`src/rtl/single_port_blockram_controller_pkg.sv`:
```
// Shared definitions for the single-port block RAM controller.
//   - BYTE_LEN_IN_BITS : width of one byte lane covered by a write-mask bit
//   - state_e          : controller FSM encodings (zero-fill sweep, then active)
//   - credit_cnt_width : width needed to count 0..depth outstanding responses
package single_port_blockram_controller_pkg;

    localparam int unsigned BYTE_LEN_IN_BITS = 8;

    typedef enum logic [0:0] {
        STATE_INIT   = 1'b0,
        STATE_ACTIVE = 1'b1
    } state_e;

    function automatic int unsigned credit_cnt_width(input int unsigned depth);
        return $clog2(depth + 1);
    endfunction

endpackage

```
`src/rtl/blockram_response_fifo.sv`:
```
// Synchronous FIFO buffering read responses from the block RAM.
// Ports:
//   i_clk, i_reset     : clock, asynchronous active-high reset (empties the FIFO)
//   i_push, i_push_data: write one entry (ignored when full)
//   i_pop              : remove the head entry (ignored when empty)
//   o_pop_data         : head entry, forced to 0 while empty
//   o_full, o_empty    : occupancy flags
//   o_count            : number of stored entries
module blockram_response_fifo
    import single_port_blockram_controller_pkg::*;
#(
    parameter int unsigned WIDTH = 64,
    parameter int unsigned DEPTH = 4,
    localparam int unsigned CNT_W = credit_cnt_width(DEPTH),
    localparam int unsigned PTR_W = (DEPTH > 1) ? $clog2(DEPTH) : 1
) (
    input  logic             i_clk,
    input  logic             i_reset,
    input  logic             i_push,
    input  logic [WIDTH-1:0] i_push_data,
    input  logic             i_pop,
    output logic [WIDTH-1:0] o_pop_data,
    output logic             o_full,
    output logic             o_empty,
    output logic [CNT_W-1:0] o_count
);

    logic [WIDTH-1:0] r_mem [DEPTH];
    logic [PTR_W-1:0] r_wptr;
    logic [PTR_W-1:0] r_rptr;
    logic [CNT_W-1:0] r_count;
    logic             w_do_push;
    logic             w_do_pop;

    assign o_full     = (r_count == CNT_W'(DEPTH));
    assign o_empty    = (r_count == '0);
    assign o_count    = r_count;
    // Stale storage must not leak out after reset, so the head reads as 0 when empty.
    assign o_pop_data = o_empty ? '0 : r_mem[r_rptr];
    assign w_do_push  = i_push && !o_full;
    assign w_do_pop   = i_pop && !o_empty;

    always_ff @(posedge i_clk) begin
        if (w_do_push) begin
            r_mem[r_wptr] <= i_push_data;
        end
    end

    always_ff @(posedge i_clk or posedge i_reset) begin
        if (i_reset) begin
            r_wptr  <= '0;
            r_rptr  <= '0;
            r_count <= '0;
        end else begin
            if (w_do_push) begin
                r_wptr <= (r_wptr == PTR_W'(DEPTH - 1)) ? '0 : r_wptr + 1'b1;
            end
            if (w_do_pop) begin
                r_rptr <= (r_rptr == PTR_W'(DEPTH - 1)) ? '0 : r_rptr + 1'b1;
            end
            case ({w_do_push, w_do_pop})
                2'b10:   r_count <= r_count + 1'b1;
                2'b01:   r_count <= r_count - 1'b1;
                default: r_count <= r_count;
            endcase
        end
    end

    // The controller's credit scheme makes overflow impossible.
    a_no_overflow : assert property (@(posedge i_clk) disable iff (i_reset) !(i_push && o_full))
        else $error("blockram_response_fifo: push while full");

endmodule

```
`src/rtl/single_port_blockram_controller.sv`:
```
// Initiator-side front end for single_port_blockram.
// After reset it zero-fills every set, then accepts byte-masked requests (mask of all
// zeros = read) and returns read data through a buffered valid/ready response channel.
// Ports:
//   clk_in, reset_in              : clock, asynchronous active-high reset
//   request_*                     : valid/ready request channel (mask, set, write data)
//   response_*                    : valid/ready read-response channel
//   init_done_out                 : zero-fill sweep complete
//   ram_*                         : direct connection to the RAM ports
module single_port_blockram_controller
    import single_port_blockram_controller_pkg::*;
#(
    parameter int unsigned SINGLE_ENTRY_SIZE_IN_BITS = 64,
    parameter int unsigned NUM_SET                   = 64,
    parameter int unsigned SET_PTR_WIDTH_IN_BITS     = $clog2(NUM_SET),
    parameter int unsigned WRITE_MASK_LEN            = SINGLE_ENTRY_SIZE_IN_BITS / BYTE_LEN_IN_BITS,
    parameter int unsigned READ_LATENCY              = 1,
    parameter int unsigned RESPONSE_FIFO_DEPTH       = 4
) (
    input  logic                                 clk_in,
    input  logic                                 reset_in,
    input  logic                                 request_valid_in,
    output logic                                 request_ready_out,
    input  logic [WRITE_MASK_LEN-1:0]            request_write_en_in,
    input  logic [SET_PTR_WIDTH_IN_BITS-1:0]     request_set_addr_in,
    input  logic [SINGLE_ENTRY_SIZE_IN_BITS-1:0] request_write_entry_in,
    output logic                                 response_valid_out,
    input  logic                                 response_ready_in,
    output logic [SINGLE_ENTRY_SIZE_IN_BITS-1:0] response_entry_out,
    output logic                                 init_done_out,
    output logic                                 ram_access_en_out,
    output logic [WRITE_MASK_LEN-1:0]            ram_write_en_out,
    output logic [SET_PTR_WIDTH_IN_BITS-1:0]     ram_set_addr_out,
    output logic [SINGLE_ENTRY_SIZE_IN_BITS-1:0] ram_write_entry_out,
    input  logic [SINGLE_ENTRY_SIZE_IN_BITS-1:0] ram_read_entry_in
);

    localparam int unsigned CREDIT_W = credit_cnt_width(RESPONSE_FIFO_DEPTH);
    localparam int unsigned SUM_W    = CREDIT_W + 1;

    state_e                                 r_state;
    state_e                                 w_state_next;
    logic [SET_PTR_WIDTH_IN_BITS-1:0]       r_sweep_cnt;
    logic [SET_PTR_WIDTH_IN_BITS-1:0]       w_sweep_cnt_next;
    logic                                   r_init_done;
    logic                                   w_init_done_next;

    // RAM port registers: the RAM is driven from flops so every port is 0 in reset.
    logic                                   r_ram_access_en;
    logic [WRITE_MASK_LEN-1:0]              r_ram_write_en;
    logic [SET_PTR_WIDTH_IN_BITS-1:0]       r_ram_set_addr;
    logic [SINGLE_ENTRY_SIZE_IN_BITS-1:0]   r_ram_write_entry;
    logic                                   w_ram_access_en_next;
    logic [WRITE_MASK_LEN-1:0]              w_ram_write_en_next;
    logic [SET_PTR_WIDTH_IN_BITS-1:0]       w_ram_set_addr_next;
    logic [SINGLE_ENTRY_SIZE_IN_BITS-1:0]   w_ram_write_entry_next;

    // Bit i set: a read accessed the RAM i+1 cycles ago.
    logic [READ_LATENCY-1:0]                r_rd_pipe;
    logic                                   w_access_is_read;
    logic [SUM_W-1:0]                       w_inflight;
    logic [SUM_W-1:0]                       w_credit_used;
    logic                                   w_ready;

    logic [CREDIT_W-1:0]                    w_fifo_count;
    logic                                   w_fifo_full;
    logic                                   w_fifo_empty;
    logic                                   w_fifo_push;
    logic                                   w_fifo_pop;

    assign w_access_is_read = r_ram_access_en && (r_ram_write_en == '0);

    // Reads occupying a future FIFO slot: the one in its RAM access cycle plus those
    // waiting out the read latency.
    always_comb begin
        w_inflight = SUM_W'(w_access_is_read);
        for (int i = 0; i < int'(READ_LATENCY); i++) begin
            w_inflight = w_inflight + SUM_W'(r_rd_pipe[i]);
        end
    end

    assign w_credit_used = SUM_W'(w_fifo_count) + w_inflight;

    always_comb begin
        w_state_next           = r_state;
        w_sweep_cnt_next       = r_sweep_cnt;
        w_init_done_next       = r_init_done;
        w_ram_access_en_next   = 1'b0;
        w_ram_write_en_next    = '0;
        w_ram_set_addr_next    = r_ram_set_addr;
        w_ram_write_entry_next = r_ram_write_entry;
        w_ready                = 1'b0;
        case (r_state)
            STATE_INIT: begin
                w_ram_access_en_next   = 1'b1;
                w_ram_write_en_next    = '1;
                w_ram_write_entry_next = '0;
                w_ram_set_addr_next    = r_sweep_cnt;
                // Counter parks at the last set instead of wrapping.
                if (r_sweep_cnt == SET_PTR_WIDTH_IN_BITS'(NUM_SET - 1)) begin
                    w_state_next     = STATE_ACTIVE;
                    w_init_done_next = 1'b1;
                end else begin
                    w_sweep_cnt_next = r_sweep_cnt + 1'b1;
                end
            end
            STATE_ACTIVE: begin
                // Credit check covers writes too, keeping request order simple.
                w_ready = (w_credit_used < SUM_W'(RESPONSE_FIFO_DEPTH));
                if (request_valid_in && w_ready) begin
                    w_ram_access_en_next   = 1'b1;
                    w_ram_write_en_next    = request_write_en_in;
                    w_ram_set_addr_next    = request_set_addr_in;
                    w_ram_write_entry_next = request_write_entry_in;
                end
            end
            default: begin
                w_state_next = STATE_INIT;
            end
        endcase
    end

    always_ff @(posedge clk_in or posedge reset_in) begin
        if (reset_in) begin
            r_state           <= STATE_INIT;
            r_sweep_cnt       <= '0;
            r_init_done       <= 1'b0;
            r_ram_access_en   <= 1'b0;
            r_ram_write_en    <= '0;
            r_ram_set_addr    <= '0;
            r_ram_write_entry <= '0;
            r_rd_pipe         <= '0;
        end else begin
            r_state           <= w_state_next;
            r_sweep_cnt       <= w_sweep_cnt_next;
            r_init_done       <= w_init_done_next;
            r_ram_access_en   <= w_ram_access_en_next;
            r_ram_write_en    <= w_ram_write_en_next;
            r_ram_set_addr    <= w_ram_set_addr_next;
            r_ram_write_entry <= w_ram_write_entry_next;
            r_rd_pipe[0]      <= w_access_is_read;
            for (int i = 1; i < int'(READ_LATENCY); i++) begin
                r_rd_pipe[i] <= r_rd_pipe[i-1];
            end
        end
    end

    assign w_fifo_push = r_rd_pipe[READ_LATENCY-1];
    assign w_fifo_pop  = response_valid_out && response_ready_in;

    blockram_response_fifo #(
        .WIDTH (SINGLE_ENTRY_SIZE_IN_BITS),
        .DEPTH (RESPONSE_FIFO_DEPTH)
    ) u_response_fifo (
        .i_clk       (clk_in),
        .i_reset     (reset_in),
        .i_push      (w_fifo_push),
        .i_push_data (ram_read_entry_in),
        .i_pop       (w_fifo_pop),
        .o_pop_data  (response_entry_out),
        .o_full      (w_fifo_full),
        .o_empty     (w_fifo_empty),
        .o_count     (w_fifo_count)
    );

    assign request_ready_out   = w_ready;
    assign response_valid_out  = !w_fifo_empty;
    assign init_done_out       = r_init_done;
    assign ram_access_en_out   = r_ram_access_en;
    assign ram_write_en_out    = r_ram_write_en;
    assign ram_set_addr_out    = r_ram_set_addr;
    assign ram_write_entry_out = r_ram_write_entry;

    logic w_unused;
    assign w_unused = w_fifo_full;

endmodule

```
`config.mk`:
```
export PLATFORM = sky130hd
export DESIGN_NAME = single_port_blockram_controller
export DESIGN_NICKNAME = d
export VERILOG_FILES = /design/src/rtl/single_port_blockram_controller_pkg.sv /design/src/rtl/blockram_response_fifo.sv /design/src/rtl/single_port_blockram_controller.sv
export SDC_FILE = /design/constraint.sdc
export NUM_CORES = 1
export LEC_CHECK = 0
export CORE_MARGIN = 2
export CORE_UTILIZATION = 30
export CTS_CLUSTER_DIAMETER = 150
export CTS_CLUSTER_SIZE = 25
export DETAILED_ROUTE_END_ITERATION = 10
export DONT_BUFFER_PORTS = 1
export HOLD_SLACK_MARGIN = 0.12
export PLACE_DENSITY = 0.41
export SLEW_MARGIN = 20
export SYNTH_ARGS = -nofsm -noshare
export SYNTH_HDL_FRONTEND = slang
export SYNTH_HIERARCHICAL = 1
export SYNTH_SLANG_ARGS = --single-unit
export TNS_END_PERCENT = 50
```
`constraint.sdc`:
```
create_clock -name clk_in -period 3.8 [get_ports clk_in]
set_clock_uncertainty 0.2 [all_clocks]
set_input_delay 0.38 -clock clk_in [delete_from_list [all_inputs] [get_ports clk_in]]
set_output_delay 0.38 -clock clk_in [all_outputs]
set_load 0.02 [all_outputs]
```
Word-level counts from Yosys, hierarchy flattened
Memory sizes are Yosys's and may differ from the RTL's.
Index checks and enable logic that the tools add are counted.
Widths: inputs -> output; s select.
- flip-flop bits (word level): 95
- latch bits: 0
- memory bits (writable): 256
- memory bits (read-only): 0
- input port bits: 146
- output and inout port bits: 146
- logic and storage cells: 58
- memories: 1
- add/sub/neg operators: 7
- multipliers: 0
- divide/modulo/power cells: 0
- order comparisons: 1
- eq/ne operators: 7
- shift operators: 0
- mux-type cells: 17
- bitwise operators: 2
- reductions and logical operators: 12
- memories (name ; words ; width ; read ports ; clocked after memory_dff ; write ports ; line ; RTL):
    u_response_fifo.r_mem ; 4 ; 64 ; 1 ; 0 ; 1 ; blockram_response_fifo.sv:28 ; logic [WIDTH-1:0] r_mem [DEPTH];
- operators by type and width (cell ; number):
    $mux 64 ; 2
    $pmux 64 s2 ; 1
    $pmux 8 s2 ; 1
    $pmux 6 s2 ; 1
    $logic_not 8->1 ; 1
    $mux 8 ; 1
    $add 6x1->6 const B ; 1
    $eq 2x2->1 const B ; 3
    $eq 6x6->1 const B ; 1
    $mux 1 ; 6
    $mux 6 ; 1
    $pmux 3 s2 ; 1
    $logic_and 1x1->1 ; 5
    $add 2x1->2 const B ; 2
    $add 3x2->4 ; 1
    $lt 4x3->1 const B ; 1
    $mux 2 ; 2
    $reduce_and 2->1 ; 2
    $add 3x1->3 const B ; 1
    $eq 3x3->1 const B ; 1
    $logic_not 3->1 ; 1
    $sub 3x1->3 const B ; 1
    $add 1x1->2 ; 1
    $eq 2x1->1 const B ; 1
    5 further kinds ; 7

Depth between registers and ports, before layout
Gate-level depths: netlist (run 1).
- depth in word-level cells: 8
- depth in mapped cells: 10
- depth with buffers taken out: 9

Cells and area by module
The synthesis (run 1) kept the hierarchy.
- modules (own cells, without submodules) (module ; times used ; cells an instance ; area an instance (um2) ; sequential area each (um2)):
    blockram_response_fifo ; 1 ; 445 ; 10100.9 ; 7862.5
    single_port_blockram_controller ; 1 ; 373 ; 4011.3 ; 2202.1

Least setup slack after synthesis (run 1)
Ideal clock, no wire load.
- kind: register to register
- start: register u_response_fifo.r_count[2], in the netlist u_response_fifo/o_count[2]
- end: memory u_response_fifo.r_mem[0][0] (enable)
- library setup time: 429 ps
- data arrival time: 2392 ps
- required time: 3171 ps
- path slack: 779 ps
- cell stages (with the launch flop): 4
- path buffers: 0
- clock period less this slack: 3021 ps
- cells stage by stage: dfrtp_1 > nor3b_1 > nor2b_1 > and2_1
- word-level cells in the longest chain between the ends: 5
- RTL lines (item ; line ; RTL):
    start, declared ; blockram_response_fifo.sv:31 ; logic [CNT_W-1:0] r_count;
    start signal, assigned ; blockram_response_fifo.sv:62 ; 2'b10: r_count <= r_count + 1'b1;
    start signal, assigned ; blockram_response_fifo.sv:63 ; 2'b01: r_count <= r_count - 1'b1;
    start signal, assigned ; blockram_response_fifo.sv:64 ; default: r_count <= r_count;
    $eq 3x3->1 ; blockram_response_fifo.sv:35 ; assign o_full = (r_count == CNT_W'(DEPTH));
    net w_fifo_full ; single_port_blockram_controller.sv:66 ; logic w_fifo_full;
    $logic_not 1->1 ; blockram_response_fifo.sv:40 ; assign w_do_push = i_push && !o_full;
    $logic_and 1x1->1 ; blockram_response_fifo.sv:40 ;
    $mux 1 ; blockram_response_fifo.sv:44 ; if (w_do_push) begin
    $mux 1 (not written as such) ; blockram_response_fifo.sv:45 ; r_mem[r_wptr] <= i_push_data;
    end, declared ; blockram_response_fifo.sv:28 ;
The timed path passes the listed nets, and every way through them passes these cells.

Worst setup path after layout (run 1)
- start: register r_ram_access_en, in the netlist ram_access_en_out
- end: output request_ready_out
- word-level cells in the longest chain between the ends: 5
- RTL lines (item ; line ; RTL):
    start, declared ; single_port_blockram_controller.sv:49 ; logic r_ram_access_en;
    start signal, assigned ; single_port_blockram_controller.sv:137 ; r_ram_access_en <= w_ram_access_en_next;
    $logic_and 1x1->1 ; single_port_blockram_controller.sv:71 ; assign w_access_is_read = r_ram_access_en && (r_ram_write_en == '0);
    net w_access_is_read ; single_port_blockram_controller.sv:60 ; logic w_access_is_read;
    $add 1x1->2 ; single_port_blockram_controller.sv:78 ; w_inflight = w_inflight + SUM_W'(r_rd_pipe[i]);
    $add 3x2->4 ; single_port_blockram_controller.sv:82 ; assign w_credit_used = SUM_W'(w_fifo_count) + w_inflight;
    $lt 4x3->1 ; single_port_blockram_controller.sv:109 ; w_ready = (w_credit_used < SUM_W'(RESPONSE_FIFO_DEPTH));
    $mux 1 ; single_port_blockram_controller.sv:93 ; case (r_state)
    end, declared ; single_port_blockram_controller.sv:23 ; output logic request_ready_out,
The timed path passes the listed nets, and every way through them passes these cells.

==> impl_results.md, run 1 <==
* Endpoints failing setup at 0
* Largest net degree at the start of global routing at 51
* TritonCTS Sinks at 351
* CTS H-tree lvls at 1
* Worst-path clk slew at 0.10 ns
* Mean Syn Cell Area at 17.3 um2
* Total congestion overflow at 0
* Seq/Total Area, Yosys at 71.3%
* Max Freq at 0.283 GHz
* Min cycle time layout at 3.54 ns
* DPL Wire Length at 21100 um
* WHS at 0.249 ns
* Lkg Pwr at 5.73 nW
* IO buf count at 0
* Fin. Hold Viols at 0
* RSZ-0062 raised after global routing: false
* Multiplexer share of the synthesized area at 15.4%
* Fin nets at 1115
* Die Span Y at 221 um
* First-iteration detailed-routing DRC count at 311
* Worst slack, placed at 0.485 ns
* Maxcap violations at 0
* Initial antenna violation count at 2
* Routed vias at 7314
* Power Dens Cells at 541 nW/um2
* Utilization after layout at 36.2%
* Final WS setup at 0.262 ns
* Unique cell type count in the Yosys netlist at 39
* Slew Limit Fails at 0
* Synth warn at 6
* Crit start category: register
* Worst path arrival time at 2.96 ns
* Vias in the first global route at 8058
* Xor and xnor fraction of the mapped netlist area at 0.248%
* Synth Register Bits at 351
* Ys flop type: edfxtp_1
* Status: complete, no violations
* Routed wire per std cell at 21.3 um
* First-pass GRT wire length at 51400 um
* Setup total negative slack at 0 ns
* Num rows at 79
* Adder-cell area share of the yosys netlist at 0.851%
* Largest family of logic cells by synthesized area: multiplexers
* Clock tree buffer depth at 3
* Yosys top cell by area: edfxtp_1
* Post-synth EDFFs at 256
* CP endpoint kind: output pin
* Compound-Gate Fraction of Synth Area at 1.69%
* Setup Crit Path Kind: reg -> out
* DRC errors left at 0
* Area of the mapped netlist at 14100 um2
* Synth top area share at 54.5%
* Layout area overhead at 19.1%
* Critical Path RT at 3.22 ns
* Worst-path fanout max at 8
* Clock Latency Late Sink at 0.54 ns
* CTS Root Buffer Type: clkbuf_16
* Post-Synth Simple-Gate Area at 7.58%
* GP Congestion at 0.711
* Post-CTS Setup Bufs at 0
* Worst vdd ir at 0.307 mV
* Die W at 221 um
* Area of the core at 46500 um2
* Via-to-Cell Ratio at 4.65
* Num ports at 292
* DRT Wirelength at 33400 um
* GR Util All Layers at 13.5%
* Synthesized Nets at 973
* Synth top cells by count: edfxtp_1, nand2_1, dfrtp_1, nor2b_1, mux2i_1
* Layout cells sized above 1 at 12.7%
* Layout Cells excl Fill at 1573
* Most frequent cell after synthesis: edfxtp_1
* Initial core utilization at 30.4%
* Synth area leaders: edfxtp_1, dfrtp_1, mux4_2
* Die area at 48800 um2
* Worst Hold Class: in -> async
* Async set-reset flop share out of synthesis at 27.1%
* Fill cell count at 4432
* Pre-antenna DRT Iters at 4
* Synth Instances at 818
* Detail Route Antenna Nets at 0
* Worst slew pin tran at 0.772 ns
* Worst slew margin at 48.5%
* Total CTS buffers at 18
* Period utilisation layout at 93.1%
* Placed cell count at 1401
* CTS tree: built
[path summary, 6_finish.rpt]
path	slack (ns)	startpoint	cells past startpoint	end
max reg2reg	0.67	ram_access_en_out	8	ram_write_entry_out[4]
max	0.26	ram_access_en_out	7	request_ready_out
min reg2reg	0.33	r_sweep_cnt[0]	1	r_sweep_cnt[0]
min	0.25	reset_in	2	ram_set_addr_out[0]
max in group asynchronous	2.18	reset_in	3	ram_write_entry_out[23]
min in group clk_in	0.29	request_write_en_in[4]	2	ram_write_en_out[4]
[metal layers]
metal	share of wire [%]	GRT usage [%]	up-vias	wire, um
met3	6.5	3.90	26	2170
li1	-	-	3303	-
met5	0.045	0	-	15
met4	1.6	2.47	2	527
met1	43	17.8	3766	14500
met2	48	22.5	217	16200
[sequential cells by signal (all words and copies together), names as in the netlist, 2 cells and up]
signal / count
u_response_fifo/r_mem: 256
ram_write_entry_out: 64
ram_write_en_out: 8
r_sweep_cnt: 6
ram_set_addr_out: 6
u_response_fifo/o_count: 3
u_response_fifo/r_rptr: 2
u_response_fifo/r_wptr: 2
[report_power, final]
group	total, W	switching [W]	internal [W]
Clock	0.00214	0.00121	0.000933
Sequential	0.00430	0.000159	0.00415
Combinational	0.00264	0.00156	0.00108
[layout by cell type (no fill, tap or decap), drive strengths merged, types with 2 or more instances in the layout]
master,synthesis,routed
a31oi,2,2
nand3,2,2
a21o,9,9
edfxtp,256,256
nand2b,2,2
and2,4,4
mux4,64,64
nor3,3,3
o31ai,6,6
nand2,131,131
mux2,7,7
clkbuf,15,24
a21oi,9,9
buf,31,22
inv,11,10
mux2i,65,65
ha,8,8
xor2,3,3
dfrtp,95,95
nor2b,67,67
and3,2,2
dlygate4sd3,0,146
clkinv,1,3
nor2,11,11
a41oi,6,6
[layout make-up]
type                    count  area [um2]  share of cell area (%)
flip-flops and latches    351       10100                    60.0
multi-input cells         409        3660                    21.8
repair buffers            168        1740                    10.3
well taps                 607         759                    4.52
clock buffers              24         494                    2.94
inverters                  12        46.3                   0.276
clock inverters             1        30.0                   0.179
diodes                      1        2.50                  0.0149
[per-stage QoR]
step	total power, W	cell area (um2)
4_1_cts	0.00931	16800
3_5_place_dp	0.00698	14800
6_report	0.00909	16800
3_3_place_gp	0.00698	14800
2_1_floorplan	0.00654	14100
5_1_grt	0.00954	16800
[what timing repair did]
action,4_1_cts,5_1_grt
setup endpoints to repair,0,1
endpoints found under the hold margin,383,0
hold buffers,146,0
resized for setup,0,1
[cell families after synthesis]
kind of cell,after synthesis
AOI/OAI and AO/OA,34
xor gates and xnor gates,4
adders and majority gates,9
buffers and inverters,58
DFF,351
muxes,136
and+or+nand+nor,226
[worst max-delay path: stages (launching register included)]
cell     delay, ns
dfrtp_1       0.53
nor4b_1       0.39
nand2_1       0.12
nor4_2        0.28
ha_1          0.31
and3_1        0.29
nor3_1        0.30
buf_4         0.20
Power figures use the tool's default switching activity.
==> run 2, diff against run 1 <==
--- a/config.mk
+++ b/config.mk
@@ -5,6 +5,8 @@
 export SDC_FILE = /design/constraint.sdc
 export NUM_CORES = 1
 export LEC_CHECK = 0
+export ABC_AREA = 1
+export CAP_MARGIN = 25
 export CORE_MARGIN = 2
 export CORE_UTILIZATION = 30
 export CTS_CLUSTER_DIAMETER = 150
@@ -13,6 +15,7 @@
 export DONT_BUFFER_PORTS = 1
 export HOLD_SLACK_MARGIN = 0.12
 export PLACE_DENSITY = 0.41
+export SETUP_SLACK_MARGIN = 0.4
 export SLEW_MARGIN = 20
 export SYNTH_ARGS = -nofsm -noshare
 export SYNTH_HDL_FRONTEND = slang
==> run 2 against run 1 <==
  * Combinational power grew 28%
  * First-iteration DRC count grew 39%
  * Register-to-register slack gained 0.12 ns
  * Sequential share of layout area shrank 4.8 points
==> impl_results.md, run 2 <==
* Endpoints failing setup at 0 (unchanged)
* Min cycle time layout at 3.06 ns (was 3.54 ns)
* Num rows at 83 (was 79)
* DPL Wire Length at 22700 um (was 21100 um)
* Die Span Y at 231 um (was 221 um)
* Max FFs per register at 256 (unchanged)
* Vias in the first global route at 10300 (was 8058)
* Period utilisation layout at 80.6% (was 93.1%)
* Worst slew pin tran at 0.978 ns (was 0.772 ns)
* CP endpoint kind: output pin (unchanged)
* Clock Latency Late Sink at 0.55 ns (was 0.54 ns)
* Total CTS buffers at 18 (unchanged)
* Worst path arrival time at 2.48 ns (was 2.96 ns)
* Area of the core at 51200 um2 (was 46500 um2)
* Mean Syn Cell Area at 9.60 um2 (was 17.3 um2)
* DRC errors left at 0 (unchanged)
* Critical Path RT at 3.22 ns (about the same)
* Synth warn at 6 (unchanged)
* Largest net degree at the start of global routing at 132 (was 51)
* Setup total negative slack at 0 ns (unchanged)
* First-iteration detailed-routing DRC count at 432 (was 311)
* CTS Root Buffer Type: clkbuf_16 (unchanged)
* Routed vias at 10300 (was 7314)
* Layout Cells excl Fill at 2422 (was 1573)
* Worst vdd ir at 0.502 mV (was 0.307 mV)
* Routed wire per std cell at 16.2 um (was 21.3 um)
* Maxcap violations at 0 (unchanged)
* CTS tree: built (unchanged)
* Top reg by flops: u_response_fifo/r_mem (unchanged)
* Setup Crit Path Kind: reg -> out (unchanged)
* Fin. Hold Viols at 0 (unchanged)
* Synthesized Nets at 1769 (was 973)
* Via-to-Cell Ratio at 4.26 (was 4.65)
* Area of the mapped netlist at 15500 um2 (was 14100 um2)
* Status: complete, no violations (unchanged)
* Crit start category: register (unchanged)
* Initial core utilization at 30.3% (was 30.4%)
* Fin nets at 1884 (was 1115)
* Die W at 231 um (was 221 um)
* DRT Wirelength at 39300 um (was 33400 um)
* Most common cell after layout, fill and taps aside: nand2_1 (was edfxtp_1)
* Footprint of the multi-input gates at 3700 um2 (was 3660 um2)
* Layout cells sized above 1 at 4.19% (was 12.7%)
* Post-CTS Setup Bufs at 0 (unchanged)
* Worst-path clk slew at 0.11 ns (was 0.10 ns)
* IO buf count at 0 (unchanged)
* Total congestion overflow at 0 (unchanged)
* Slew Limit Fails at 0 (unchanged)
* Layout area overhead at 17.8% (was 19.1%)
* Most frequent cells in the layout: nand2_1, inv_1, edfxtp_1 (was edfxtp_1, dlygate4sd3_1, nand2_1)
* RSZ-0062 raised after global routing: false (unchanged)
* Utilization after layout at 35.7% (was 36.2%)
* Fill cell count at 5145 (was 4432)
* First-pass GRT wire length at 60400 um (was 51400 um)
* Detail Route Antenna Nets at 0 (unchanged)
* Lkg Pwr at 8.52 nW (was 5.73 nW)
* Worst Hold Class: in -> async (unchanged)
* Placed cell count at 2238 (was 1401)
* Num ports at 292 (unchanged)
* Sequential cell area at 10100 um2 (about the same)
* Power Dens Cells at 537 nW/um2 (was 541 nW/um2)
* Die area at 53500 um2 (was 48800 um2)
* GR Util All Layers at 14.6% (was 13.5%)
* Pre-antenna DRT Iters at 6 (was 4)
* CTS H-tree lvls at 1 (unchanged)
* TritonCTS Sinks at 351 (unchanged)
* Synth Instances at 1614 (was 818)
* Clock tree buffer depth at 3 (unchanged)
* GP Congestion at 0.744 (was 0.711)
* Worst-path fanout max at 2 (was 8)
* Worst slew margin at 34.8% (was 48.5%)
* Max Freq at 0.327 GHz (was 0.283 GHz)
* Initial antenna violation count at 1 (was 2)
[run 2: path summary, 6_finish.rpt]
check                                      startpoint                         end  slack (ns)  cells past startpoint
hold reg to reg            u_response_fifo/o_count[0]  u_response_fifo/o_count[0]        0.32                      1
hold / removal                               reset_in                     r_state        0.23                      3
setup / recovery                  ram_write_en_out[1]           request_ready_out        0.74                      8
max in group asynchronous                    reset_in   u_response_fifo/r_rptr[0]        2.46                      3
min in group clk_in            request_write_en_in[0]         ram_write_en_out[0]        0.30                      3
setup reg to reg                  ram_write_en_out[1]         ram_set_addr_out[4]        0.79                     11
[run 2: worst max-delay path: stages (launching register included)]
cell and delay, ns:
dfrtp_1 0.47, nand3b_1 0.29, nor4_2 0.27, ha_1 0.29
nand2_1 0.06, nand2_1 0.05, nand2_2 0.08, nand2_1 0.06
nor2_1 0.37
[run 2: report_power, final]
part | internal (W) | leakage [nW] | switching (W)
Combinational | 0.000839 | 4.72 | 0.00254
Clock | 0.000962 | 0.260 | 0.00124
Sequential | 0.00414 | 3.54 | 0.0000878
Total | 0.00594 | 8.52 | 0.00387
[run 2: per-layer routing]
layer | up-vias | share of wire, % | global-route usage (%)
met1 | 4851 | 44 | 18.5
met2 | 234 | 48 | 25.4
li1 | 5216 | - | -
met5 | - | 0 | 0
met4 | 0 | 1.2 | 2.66
met3 | 28 | 6.6 | 3.52
[run 2: per-stage QoR]
stage / hold WS, ns / cell area (um2) / setup WS [ns] / power [W]
2_1_floorplan: -0.0166 / 15500 / -0.267 / 0.00681
3_3_place_gp: 0.0459 / 16200 / 0.689 / 0.00762
3_5_place_dp: 0.0477 / 16200 / 0.623 / 0.00764
4_1_cts: 0.243 / 18300 / 0.478 / 0.0100
5_1_grt: 0.265 / 18300 / 0.430 / 0.0104
6_report: 0.233 / 18300 / 0.738 / 0.00981
[run 2: timing repair]
action | in CTS | in global routing
setup endpoints to repair | 0 | 58
hold buffers | 151 | 0
hold endpoints to repair | 431 | 0
resized for setup | 0 | 2
[run 2: layout make-up]
cell class	instances	area share, %
clock buffer	31	2.85
multi-input combinational	833	20.3
tap	680	4.66
inverter	349	7.19
timing repair buffer	176	9.71
sequential	351	55.1
clock inverter	1	0.164
antenna	1	0.0137
==> run 3, diff against run 2 <==
==> constraint.sdc (replaced) <==
create_clock -name clk_in -period 2.82 [get_ports clk_in]
set_clock_uncertainty 0.2 [all_clocks]
set_input_delay 0.282 -clock clk_in [delete_from_list [all_inputs] [get_ports clk_in]]
set_output_delay 0.282 -clock clk_in [all_outputs]
set_load 0.02 [all_outputs]
==> run 3 against run 2 <==
  * Clock power rose by 35%
  * Critical path type unchanged
  * Cell count rose by 6.0%
  * Combinational power rose to 3.2 times the previous value
  * Critical endpoint unchanged
  * Count of clock-buffer cells in the layout fell by 7
  * Wire length rose by 26%
  * Sequential share of layout area fell by 10 points
  * Flip-flop and latch count did not move
  * Non-clock buffer count rose by 145
==> impl_results.md, run 3 (same netlist as run 2, synthesis figures left out) <==
* CTS Root Buffer Type: clkbuf_16 (unchanged)
* Min cycle time layout at 2.60 ns
* Cell chain of the critical path: nor2_1 -> nand2_1 -> nor4_2 -> ha_1 -> nand2_1 -> nand2_1 -> nand2_2 -> nand2_1 -> nor2_2 -> buf_6 (was nand3b_1 -> nor4_2 -> ha_1 -> nand2_1 -> nand2_1 -> nand2_2 -> nand2_1 -> nor2_1)
* Detail Route Antenna Nets at 0 (unchanged)
* Utilization after layout at 44.0% (was 35.7%)
* Setup Crit Path Kind: reg -> out (unchanged)
* Vias in the first global route at 10900 (was 10300)
* CTS H-tree lvls at 1 (unchanged)
* Status: complete, no violations (unchanged)
* Layout area overhead at 45.5% (was 17.8%)
* Most common cell after layout, fill and taps aside: nand2_1 (unchanged)
* Fin nets at 2034 (was 1884)
* IO buf count at 0 (unchanged)
* Crit-path most repeated cell: nand2_1 (unchanged)
* CTS tree: built (unchanged)
* Routed wire per std cell at 19.3 um (was 16.2 um)
* Period utilisation layout at 92.3%
* Worst path slowest cell: dfrtp_1 (unchanged)
* Worst path arrival time at 2.12 ns (was 2.48 ns)
* Maxcap violations at 0 (unchanged)
* First-pass GRT wire length at 68800 um (was 60400 um)
* Crit path buf inv count at 1 (was 0)
* Initial antenna violation count at 5 (was 1)
* Critical Path RT at 2.34 ns (was 3.22 ns)
* Total CTS buffers at 18 (unchanged)
* Num rows at 83 (unchanged)
* Die W at 231 um (unchanged)
* First-iteration detailed-routing DRC count at 555 (was 432)
* Total congestion overflow at 0 (unchanged)
* RSZ-0062 raised after global routing: true (was false)
* Area of the core at 51200 um2 (unchanged)
* Crit start category: register (unchanged)
* Worst-path fanout max at 2 (unchanged)
* Worst Hold Class: in -> reg (was in -> async)
* Routed vias at 11400 (was 10300)
* CP endpoint kind: output pin (unchanged)
* Via-to-Cell Ratio at 4.43 (was 4.26)
* Worst slew margin at 64.6% (was 34.8%)
* Max Freq at 0.384 GHz
* Pre-antenna DRT Iters at 4 (was 6)
* GR Util All Layers at 17.0% (was 14.6%)
* Most frequent cells in the layout: nand2_1, inv_1, edfxtp_1 (unchanged)
* Worst-path clk slew at 0.11 ns (about the same)
* Slowest stage delay, CP at 0.39 ns (was 0.47 ns)
* Fill cell count at 4790 (was 5145)
* Worst vdd ir at 0.479 mV (was 0.502 mV)
* Layout cells sized above 1 at 27.7% (was 4.19%)
* Clock tree buffer depth at 3 (unchanged)
* Lkg Pwr at 10.5 nW (was 8.52 nW)
* TritonCTS Sinks at 351 (unchanged)
* Slew Limit Fails at 0 (unchanged)
* Clock Latency Late Sink at 0.54 ns (was 0.55 ns)
* Worst slew pin tran at 0.532 ns (was 0.978 ns)
* Die Span Y at 231 um (unchanged)
* Top reg by flops: u_response_fifo/r_mem (unchanged)
* WHS at 0.198 ns (was 0.233 ns)
* Num ports at 292 (unchanged)
* Power Dens Cells at 860 nW/um2 (was 537 nW/um2)
* Cell family with most CP delay: simple AND/OR/NAND/NOR gates (unchanged)
* DRT Wirelength at 49700 um (was 39300 um)
* GP Congestion at 0.736 (was 0.744)
* Setup total negative slack at 0 ns (unchanged)
* Endpoints failing setup at 0 (unchanged)
* Fin. Hold Viols at 0 (unchanged)
* DPL Wire Length at 23600 um (was 22700 um)
* Die area at 53500 um2 (unchanged)
* Initial core utilization at 30.3% (unchanged)
* Max FFs per register at 256 (unchanged)
* Largest net degree at the start of global routing at 103 (was 132)
* DRC errors left at 0 (unchanged)
-- run 3: cell types whose count changed in the layout (fill, tap and decap cells not counted), moves of 13 or more --
cell     before  now
a21oi_1      55    3
a21oi_2      10   50
buf_12        6   29
buf_16        0   33
buf_4        19   44
buf_6         0   48
nand2_1     518  388
nand2_2       2   47
nand2_4       1   86
nand3_1     207   96
nand3_2       0   98
nand3_4       1   14
-- run 3: final timing paths --
check	from	endpoint	slack, ns	depth (start not counted)
worst max-delay path	ram_write_en_out[5]	request_ready_out	0.22	10
worst min-delay path	request_write_en_in[4]	ram_write_en_out[4]	0.20	3
worst max register to register	ram_write_en_out[5]	ram_write_entry_out[25]	0.50	13
worst min register to register	ram_write_en_out[3]	r_rd_pipe	0.26	1
max in group asynchronous	reset_in	u_response_fifo/r_rptr[0]	0.96	4
min in group asynchronous	reset_in	ram_write_entry_out[59]	0.61	3
-- run 3: final cells by class --
cell class / instances / area [um2] / area share (%)
tap: 680 / 851 / 3.77
antenna: 4 / 10.0 / 0.0444
clock buffer: 24 / 494 / 2.19
clock inverter: 1 / 30.0 / 0.133
multi-input combinational: 833 / 5390 / 23.9
sequential: 351 / 10100 / 44.7
timing repair inverter: 5 / 81.3 / 0.361
timing repair buffer: 321 / 4270 / 18.9
inverter: 349 / 1350 / 5.98
-- run 3: worst register-to-register path: stages, from the launching register on --
cell and delay, ns:
dfrtp_1 0.39, nor2_1 0.11, nand2_1 0.08, nor4_2 0.26, ha_1 0.28, nand2_1 0.06, nand2_1 0.06, nand2_2 0.06
buf_4 0.11, nand3_4 0.12, nand2_1 0.14, buf_12 0.22, nand2_1 0.10, nand2_1 0.07
-- run 3: metal layers --
layer	part of all wire [%]	global-route usage (%)
met5	0.026	0
met4	1.9	2.90
met3	6.2	4.28
met2	49	28.8
met1	43	22.3
-- run 3: metrics by stage --
stage | power (W) | setup WS [ns] | instance area [um2] | std cells
after floorplan | 0.00917 | -0.221 | 15500 | 1614
after global placement | 0.0111 | 0.447 | 16800 | 2304
after detailed placement | 0.0112 | 0.460 | 16800 | 2304
after CTS | 0.0172 | 0.143 | 20400 | 2531
after global routing | 0.0203 | 0.000790 | 22500 | 2567
final | 0.0194 | 0.216 | 22600 | 2568
-- run 3: power by group --
part	total [W]	internal (W)	leakage, nW	switching (W)
registers	0.00563	0.00558	3.54	0.0000477
clock network	0.00298	0.00126	0.251	0.00172
logic	0.0108	0.00494	6.73	0.00584
-- run 3: repair_timing --
| item | in CTS | in global routing |
|---|---|---|
| gates cloned | 30 | 20 |
| setup buffers | 25 | 13 |
| pin swaps | 47 | 131 |
| endpoints found under the hold margin | 432 | 0 |
| gates resized for setup | 160 | 378 |
| setup endpoints to repair | 68 | 130 |
| hold buffers | 147 | 0 |
